[src/rtl/dut_if.sv]
// Bus bundle for the dut RAM: write port, read port, and init status.
// master drives requests (bench/host side); slave is the RAM itself.
interface dut_if #(
  parameter int D_WIDTH = 16,
  parameter int A_WIDTH = 5
);
  logic [A_WIDTH-1:0] address_write;
  logic [D_WIDTH-1:0] data_write;
  logic               write_enable;
  logic [A_WIDTH-1:0] address_read;
  logic [D_WIDTH-1:0] data_read;
  logic               init_busy;

  modport master (
    output address_write,
    output data_write,
    output write_enable,
    output address_read,
    input  data_read,
    input  init_busy
  );

  modport slave (
    input  address_write,
    input  data_write,
    input  write_enable,
    input  address_read,
    output data_read,
    output init_busy
  );
endinterface

[src/rtl/dut.sv]
// Dual-port (1W/1R) RAM with registered read and a post-reset clear sweep.
// Define DUT_BYPASS_EN to forward same-address write data onto the read port.
module dut #(
  parameter int D_WIDTH = 16,
  parameter int A_WIDTH = 5
) (
  input  logic  clk,
  input  logic  rst_n,
  dut_if.slave  bus
);

  localparam int unsigned DEPTH = 2 ** A_WIDTH;

  typedef enum logic {
    ST_INIT,
    ST_RUN
  } state_e;

  state_e             state_q, state_d;
  logic [A_WIDTH-1:0] init_ptr_q, init_ptr_d;
  logic [D_WIDTH-1:0] data_read_q, data_read_d;
  logic [D_WIDTH-1:0] mem_q [DEPTH];

  logic               mem_we;
  logic [A_WIDTH-1:0] mem_waddr;
  logic [D_WIDTH-1:0] mem_wdata;
  logic [D_WIDTH-1:0] rd_word;

`ifdef DUT_BYPASS_EN
  always_comb begin
    rd_word = mem_q[bus.address_read];
    if (bus.write_enable && (bus.address_write == bus.address_read)) begin
      rd_word = bus.data_write;
    end
  end
`else
  always_comb begin
    rd_word = mem_q[bus.address_read];
  end
`endif

  // The single write port is shared: the clear sweep owns it while initialising.
  always_comb begin
    state_d     = state_q;
    init_ptr_d  = init_ptr_q;
    data_read_d = data_read_q;
    mem_we      = 1'b0;
    mem_waddr   = bus.address_write;
    mem_wdata   = bus.data_write;
    case (state_q)
      ST_INIT: begin
        mem_we      = 1'b1;
        mem_waddr   = init_ptr_q;
        mem_wdata   = '0;
        data_read_d = '0;
        if (init_ptr_q == '1) begin
          state_d = ST_RUN;
        end else begin
          init_ptr_d = init_ptr_q + 1'b1;
        end
      end
      ST_RUN: begin
        mem_we      = bus.write_enable;
        data_read_d = rd_word;
      end
      default: begin
        state_d = ST_INIT;
      end
    endcase
  end

  always_ff @(posedge clk) begin
    if (!rst_n) begin
      state_q     <= ST_INIT;
      init_ptr_q  <= '0;
      data_read_q <= '0;
    end else begin
      state_q     <= state_d;
      init_ptr_q  <= init_ptr_d;
      data_read_q <= data_read_d;
    end
  end

  // Storage is left untouched on reset edges; only the sweep clears it.
  always_ff @(posedge clk) begin
    if (rst_n && mem_we) begin
      mem_q[mem_waddr] <= mem_wdata;
    end
  end

  assign bus.data_read = data_read_q;
  assign bus.init_busy = (state_q == ST_INIT);

endmodule

[src/flat_wrapper.sv]
// flat-port wrapper written by rule: the top's interface ports become plain ports
module dut_flat 
#(
  parameter int D_WIDTH = 16,
  parameter int A_WIDTH = 5
)
  (clk, rst_n, bus_address_write, bus_data_write, bus_write_enable, bus_address_read, bus_data_read, bus_init_busy);
  dut_if #(.D_WIDTH(D_WIDTH), .A_WIDTH(A_WIDTH)) bus_i ();
  input  logic clk;
  input  logic rst_n;
  input wire logic [$bits(bus_i.address_write)-1:0] bus_address_write;
  input wire logic [$bits(bus_i.data_write)-1:0] bus_data_write;
  input wire logic [$bits(bus_i.write_enable)-1:0] bus_write_enable;
  input wire logic [$bits(bus_i.address_read)-1:0] bus_address_read;
  output wire logic [$bits(bus_i.data_read)-1:0] bus_data_read;
  output wire logic [$bits(bus_i.init_busy)-1:0] bus_init_busy;
  assign bus_i.address_write = bus_address_write;
  assign bus_i.data_write = bus_data_write;
  assign bus_i.write_enable = bus_write_enable;
  assign bus_i.address_read = bus_address_read;
  assign bus_data_read = bus_i.data_read;
  assign bus_init_busy = bus_i.init_busy;
  dut #(.D_WIDTH(D_WIDTH), .A_WIDTH(A_WIDTH)) u_core (.clk(clk), .rst_n(rst_n), .bus(bus_i));
endmodule
[config.mk]
export PLATFORM = sky130hd
export DESIGN_NAME = dut_flat
export DESIGN_NICKNAME = d
export VERILOG_FILES = /design/src/rtl/dut_if.sv /design/src/rtl/dut.sv /design/src/flat_wrapper.sv
export SDC_FILE = /design/constraint.sdc
export NUM_CORES = 1
export LEC_CHECK = 0
export BUFFER_PORTS_ARGS = -buffer_cell sky130_fd_sc_hd__buf_2
export CORE_UTILIZATION = 50
export CTS_CLUSTER_DIAMETER = 80
export DETAILED_ROUTE_END_ITERATION = 10
export GPL_ROUTABILITY_DRIVEN = 0
export PLACE_DENSITY = 0.7
export SLEW_MARGIN = 30
export SYNTH_ARGS = -nofsm -noshare
export SYNTH_HDL_FRONTEND = slang
export SYNTH_SLANG_ARGS = --single-unit
[constraint.sdc]
create_clock -name clk -period 2.3 [get_ports clk]
set_input_delay 0.115 -clock clk [delete_from_list [all_inputs] [get_ports clk]]
set_output_delay 0.115 -clock clk [all_outputs]
set_load 0.1 [all_outputs]
==> results of run 1 <==
metrics by stage:
stage	cell area [sq um]	std cells	setup slack (ns)	util [%]
final	23800	1655	0.309	58.1
after global routing	23800	1655	0.203	58.1
after floorplan	21000	955	0.0157	-
after detailed placement	22200	1561	0.230	54.1
after global placement	22200	1561	0.210	54.1
after CTS	23800	1655	0.313	58.1
layer usage:
layer	part of all wire, %	global-route usage [%]
met2	47	34.4
met3	6.0	3.53
met4	3.1	7.90
met1	44	33.8
met5	0	0
power groups by stage:
stage,clock network [mW],registers [mW],logic (mW)
after CTS,8.19,10.6,0.802
after floorplan,0,10.8,0.544
after global placement,0,10.8,0.790
after global routing,8.54,10.6,0.837
after detailed placement,0,10.8,0.795
final,8.10,10.6,0.794
what timing repair did:
item / CTS / global route
endpoints found under the hold margin: 17 / 0
hold buffers: 2 / 0
setup buffers: 0 / 0
cells by family after synthesis:
kind of cell	share of synthesized area, %
AOI/OAI and AO/OA	3.10
xor gates and xnor gates	0.126
adders and majority gates	0.120
buffers and inverters	2.50
DFF	75.9
muxes	16.1
and+or+nand+nor	2.14
registers in the layout, indices dropped and copies added, names as in the netlist:
register and flops:
u_core.mem_q 512, u_core.init_ptr_q 5, u_core.bus.data_read 16, u_core.state_q 1
final timing paths:
| path | start | cells after the start | end | slack (ns) |
|---|---|---|---|---|
| min | bus_address_read[3] | 4 | u_core.bus.data_read[4]$_SDFF_PN0_ | 0.11 |
| max | u_core.state_q$_SDFF_PN0_ | 6 | u_core.mem_q[18][5]$_DFFE_PP_ | 0.31 |
| min reg2reg | u_core.init_ptr_q[1]$_SDFFE_PN0P_ | 2 | u_core.init_ptr_q[1]$_SDFFE_PN0P_ | 0.58 |
| max reg2reg | u_core.state_q$_SDFF_PN0_ | 6 | u_core.mem_q[18][5]$_DFFE_PP_ | 0.31 |
worst register-to-register path: stages, from the launching register on:
cell     delay (ns)
dfxtp_1        0.46
buf_4          0.22
mux2i_1        0.19
buf_4          0.16
nand2_1        0.17
nor2_2         0.16
buf_4          0.29
placed cells by master, fill, tap and decap left out, drive strengths merged, types with 3 or more instances in the layout:
master and n:
nand3 4, buf 126, nand2 24, nor2 37, and2 20, clkinv 11
a221o 16, o2111ai 4, mux4 112, clkbuf 79, a221oi 12, edfxtp 512
a31oi 16, o21ai 17, and2b 3, dfxtp 22, a22oi 16, mux2i 66
inv 3, nor2b 3
layout make-up:
type	count	area [sq um]	share of cell area [%]
Sequential cell	534	15800	66.4
Clock buffer	79	1500	6.32
Timing Repair Buffer	128	1080	4.53
Multi-Input combinational cell	365	4620	19.4
Clock inverter	13	115	0.483
Inverter	4	18.8	0.0788
Tap cell	532	666	2.80
==> out/results.tsv, run 1 <==
stage	metric	value	unit
drt	wl	46400	microns
power_and_ir_drop	p_sw	3.87	mW
finish	fin_nets	1114	
floorplan	coreArea	0.0410	sq mm
critical_path	critPathKind	reg2reg	
critical_path	cp_num_buf_inv	3	
yosys	synthTopCellsByCount	512 x edfxtp_1, 67 x mux4_2, 66 x mux2i_1	
clocking	cts_buffers	50	
timing	finalHoldViolations	0	
timing	skew	0.0155	ns
critical_path	critPathLaunchType	flop	
placement	portBuffers	45	
floorplan	io_pins	46	
yosys	netlist_area	0.0208	sq mm
critical_path	path_delay_family	buffers and inverters	
critical_path	crit_path_max_fanout	16	
yosys	synth_edf_count	512	
timing	hold_ws	0.109	ns
clocking	path_clk_slew	0.06	ns
yosys	synth_seq_cells	534	
drt	vias	10107	
yosys	syn_nets	986	
clocking	tritoncts	yes	
power_and_ir_drop	intPower	15.6	mW
critical_path	endpoint_kind	flop	
status	run_status	finished, violations left	
flow_run	maxCapViolCount	0	
critical_path	worstPathArrival	2.23	ns
clocking	clock_path_buffers	3	
timing	tns	0	ns
power_and_ir_drop	power	19.5	mW
clocking	cts.repair.resized	0	
drt	drc	5	
yosys	synth_top_area_share	73.8	%
power_and_ir_drop	ir_worst_vdd	0.589	mV
clocking	clock_latency	0.57	ns
critical_path	crit_required	2.54	ns
drt	avgViaCountPerCell	6.11	
yosys	yosysMostFrequentCell	edfxtp_1	
timing	relSlewSlack	32.9	%
grt	grt_pass1_vias	9997	
floorplan	die_x	206	microns
placement	hpwl	28200	microns
yosys	ys.flop_type	edfxtp_1	
yosys	postSynthAreaPerCell	21.8	sq um
timing	worst_pin_slew	1.00	ns
grt	grt_start_max_net_pins	55	
yosys	yosysSeqAreaShare	75.9	%
power_and_ir_drop	swShare	19.9	%
grt	antenna_found_initial	0	
yosys	ys_async_sr_fraction	0	%
floorplan	die_y	206	microns
drt	wl_per_cell	28.0	microns
floorplan	design.die.area	0.0425	sq mm
critical_path	crit_top_cell	buf_4	
power_and_ir_drop	power.density	818	mW/mm^2
critical_path	slowest_delay	0.46	ns
clocking	htree_levels	2	
drt	drt.antenna.violating_nets	0	
timing	period_needed	1.99	ns
drt	dr.pass1.iters	8	
power_and_ir_drop	p_seq_share	54.3	%
yosys	synth_cells	955	
yosys	yosysWarnings	0	
worst_hold_path	hp-class	in2reg	
timing	finalSetupViolCount	0	
drt	drt_iter0_markers	1075	
timing	final_max_slew_viol_count	0	
grt	grt.total_usage	22.7	%
critical_path	cp_cell_sequence	buf_4, mux2i_1, buf_4, nand2_1, nor2_2, buf_4	
status	violations	DRC	
finish	layout-drive-gt1-share	25.8	%
grt	gr-total-overflow	0	
finish	fillCellCount	2912	
finish	syn_to_final_growth	14.3	%
power_and_ir_drop	leakage	7.77	nW
grt	grt_pass1_wl	67600	microns
timing	rsz0062_at_grt	no	
power_and_ir_drop	p_comb_share	4.1	%
critical_path	slowest_stage	dfxtp_1	
finish	diodes	0	
floorplan	rows	74	
yosys	synth_area_leaders	edfxtp_1 74%, mux4_2 7.2%, mux4_1 5.7%	
power_and_ir_drop	clockPowerShare	41.6	%
floorplan	start_util	50.8	%
yosys	synth_top_area_cell	edfxtp_1	
clocking	clkSinkCount	534	
timing	fmax	502	MHz
yosys	synth.distinct_cells	42	
clocking	cts_root_buffer	clkbuf_16	
timing	period_share	86.6	%
No activity file was read; power rests on OpenSTA's default activity.
==> run 2, diff against run 1 <==
Settings changed: ABC_AREA set to 0, CELL_PAD_IN_SITES_DETAIL_PLACEMENT set to 0, CELL_PAD_IN_SITES_GLOBAL_PLACEMENT set to 2, CORE_UTILIZATION 50 to 45, GPL_TIMING_DRIVEN set to 0, PLACE_DENSITY 0.7 to 0.77.
==> out/results.tsv, run 2 (synthesis results as in run 1) <==
stage	metric	value	unit
grt	grt.total_usage	21.0	%
drt	vias	9991	
power_and_ir_drop	intPower	15.4	mW
clocking	cts_root_buffer	clkbuf_16	
critical_path	crit_path_max_fanout	16	
timing	skew	0.0122	ns
drt	drt_iter0_markers	907	
floorplan	die_y	217	microns
power_and_ir_drop	ir_worst_vdd	0.640	mV
grt	antenna_found_initial	0	
critical_path	slowest_stage	nand3_2	
finish	largest_reg_flops	512	
power_and_ir_drop	p_seq_share	55.1	%
placement	placedInstanceArea	0.0221	sq mm
grt	gr-total-overflow	0	
power_and_ir_drop	p_sw	3.86	mW
power_and_ir_drop	p_comb_share	4.4	%
placement	hpwl	29600	microns
critical_path	critPathLaunchType	flop	
drt	wl	48700	microns
timing	rsz0062_at_grt	yes	
power_and_ir_drop	leakage	7.83	nW
critical_path	slowest_delay	0.55	ns
placement	dp_cells	1600	
timing	finalSetupViolCount	0	
placement	portBuffers	41	
timing	worst_pin_slew	0.773	ns
critical_path	critPathKind	reg2reg	
drt	drt.antenna.violating_nets	0	
grt	grt_start_max_net_pins	33	
timing	tns	0	ns
floorplan	die_x	217	microns
timing	final_max_slew_viol_count	0	
critical_path	reg2reg_to	u_core.mem_q[18][12]$_DFFE_PP_	
finish	layout.cells.non_filler	1731	
floorplan	rows	78	
critical_path	rrSetupSlack	0.02	ns
clocking	path_clk_slew	0.06	ns
critical_path	cp_num_buf_inv	3	
finish	final_cell_mix	512 x edfxtp_1, 67 x mux4_2, 65 x mux2i_1, 53 x clkbuf_16, 51 x buf_2	
timing	fmax	439	MHz
critical_path	ff2ff_path_depth	6	
critical_path	path_delay_family	simple AND/OR/NAND/NOR gates	
critical_path	crit_required	2.57	ns
clocking	clock_path_buffers	3	
critical_path	r2r-start	u_core.state_q$_SDFF_PN0_	
flow_run	maxCapViolCount	0	
finish	fillCellCount	3445	
finish	top_register	u_core.mem_q	
finish	syn_to_final_growth	16.9	%
timing	layout_setup_ws	0.0226	ns
status	run_status	completed	
floorplan	io_pins	46	
grt	grt_pass1_wl	69900	microns
power_and_ir_drop	clockPowerShare	40.6	%
worst_hold_path	hp-class	in2reg	
worst_hold_path	hold_start	bus_data_write[9]	
floorplan	design.die.area	0.0472	sq mm
finish	post-route-util	53.5	%
drt	dr.pass1.iters	5	
finish	final_cell_area	0.0244	sq mm
timing	period_needed	2.28	ns
critical_path	cp_cell_sequence	buf_2, buf_6, o21ai_0, nand3_2, nor2_4, buf_12	
timing	finalHoldViolations	0	
floorplan	start_util	45.7	%
clocking	clock_latency	0.57	ns
timing	period_share	99.0	%
grt	grt_pass1_vias	10017	
drt	drc	0	
placement	dp_slack	-0.440	ns
worst_hold_path	min_path_cells	2	
worst_hold_path	min_to	u_core.mem_q[3][9]$_DFFE_PP_	
critical_path	endpoint_kind	flop	
finish	diodes	0	
power_and_ir_drop	power	19.2	mW
power_and_ir_drop	power.density	789	mW/mm^2
power_and_ir_drop	swShare	20.1	%
timing	hold_ws	0.150	ns
clocking	clkSinkCount	534	
critical_path	worstPathArrival	2.54	ns
clocking	cts_buffers	51	
finish	layout-drive-gt1-share	28.6	%
drt	wl_per_cell	28.1	microns
drt	avgViaCountPerCell	5.77	
finish	final_common_cell	edfxtp_1	
clocking	htree_levels	2	
finish	fin_nets	1122	
clocking	tritoncts	yes	
floorplan	coreArea	0.0456	sq mm
timing	relSlewSlack	48.5	%
run 2: cell types whose count changed in the layout (fill, tap and decap cells not counted), moves of 13 or more:
cell / before / now
buf_6: 2 / 17
nor2_4: 8 / 32
buf_4: 64 / 13
and2_1: 19 / 3
nor2_1: 21 / 5
and2_2: 1 / 14
run 2: power groups by stage:
stage          combinational (mW)  clock (mW)  sequential (mW)
4_1_cts                     0.840        7.92             10.6
5_1_grt                     0.891        8.26             10.6
2_1_floorplan               0.544           0             10.8
6_report                    0.841        7.79             10.6
3_3_place_gp                0.795           0             10.8
3_5_place_dp                0.813           0             10.8
run 2: how the worst max path moves through the flow:
stage                                          from                        endpoint  cells past startpoint
after floorplan           u_core.state_q$_SDFF_PN0_    u_core.mem_q[2][0]$_DFFE_PP_                      6
after global placement    u_core.state_q$_SDFF_PN0_    u_core.mem_q[9][2]$_DFFE_PP_                      5
after detailed placement  u_core.state_q$_SDFF_PN0_    u_core.mem_q[9][2]$_DFFE_PP_                      5
after CTS                 u_core.state_q$_SDFF_PN0_   u_core.mem_q[21][6]$_DFFE_PP_                      5
after global routing      u_core.state_q$_SDFF_PN0_   u_core.mem_q[18][6]$_DFFE_PP_                      6
final                     u_core.state_q$_SDFF_PN0_  u_core.mem_q[18][12]$_DFFE_PP_                      6
run 2: final cells by class:
cell class | instances | area [sq um] | share of cell area (%)
multi-input cells | 365 | 4840 | 19.9
clock inverters | 23 | 150 | 0.616
inverters | 4 | 18.8 | 0.0770
repair buffers | 83 | 890 | 3.65
clock buffers | 70 | 1390 | 5.71
plain buffers | 52 | 507 | 2.08
well taps | 600 | 751 | 3.08
flip-flops and latches | 534 | 15800 | 64.9
run 2: what timing repair did:
action,4_1_cts,5_1_grt
setup buffers,33,3
gates resized for setup,10,5
pin swaps,27,3
endpoints found under the hold margin,12,0
hold buffers,2,0
setup endpoints to repair,539,454
run 2: layer usage:
layer  routed length [microns]  track usage, %  up-vias
li1                          -               -     4324
met1                     21100            30.5     5236
met2                     23200            33.2      372
met3                      3060            2.74       59
met4                      1330            6.76        0
met5                         0               0        -
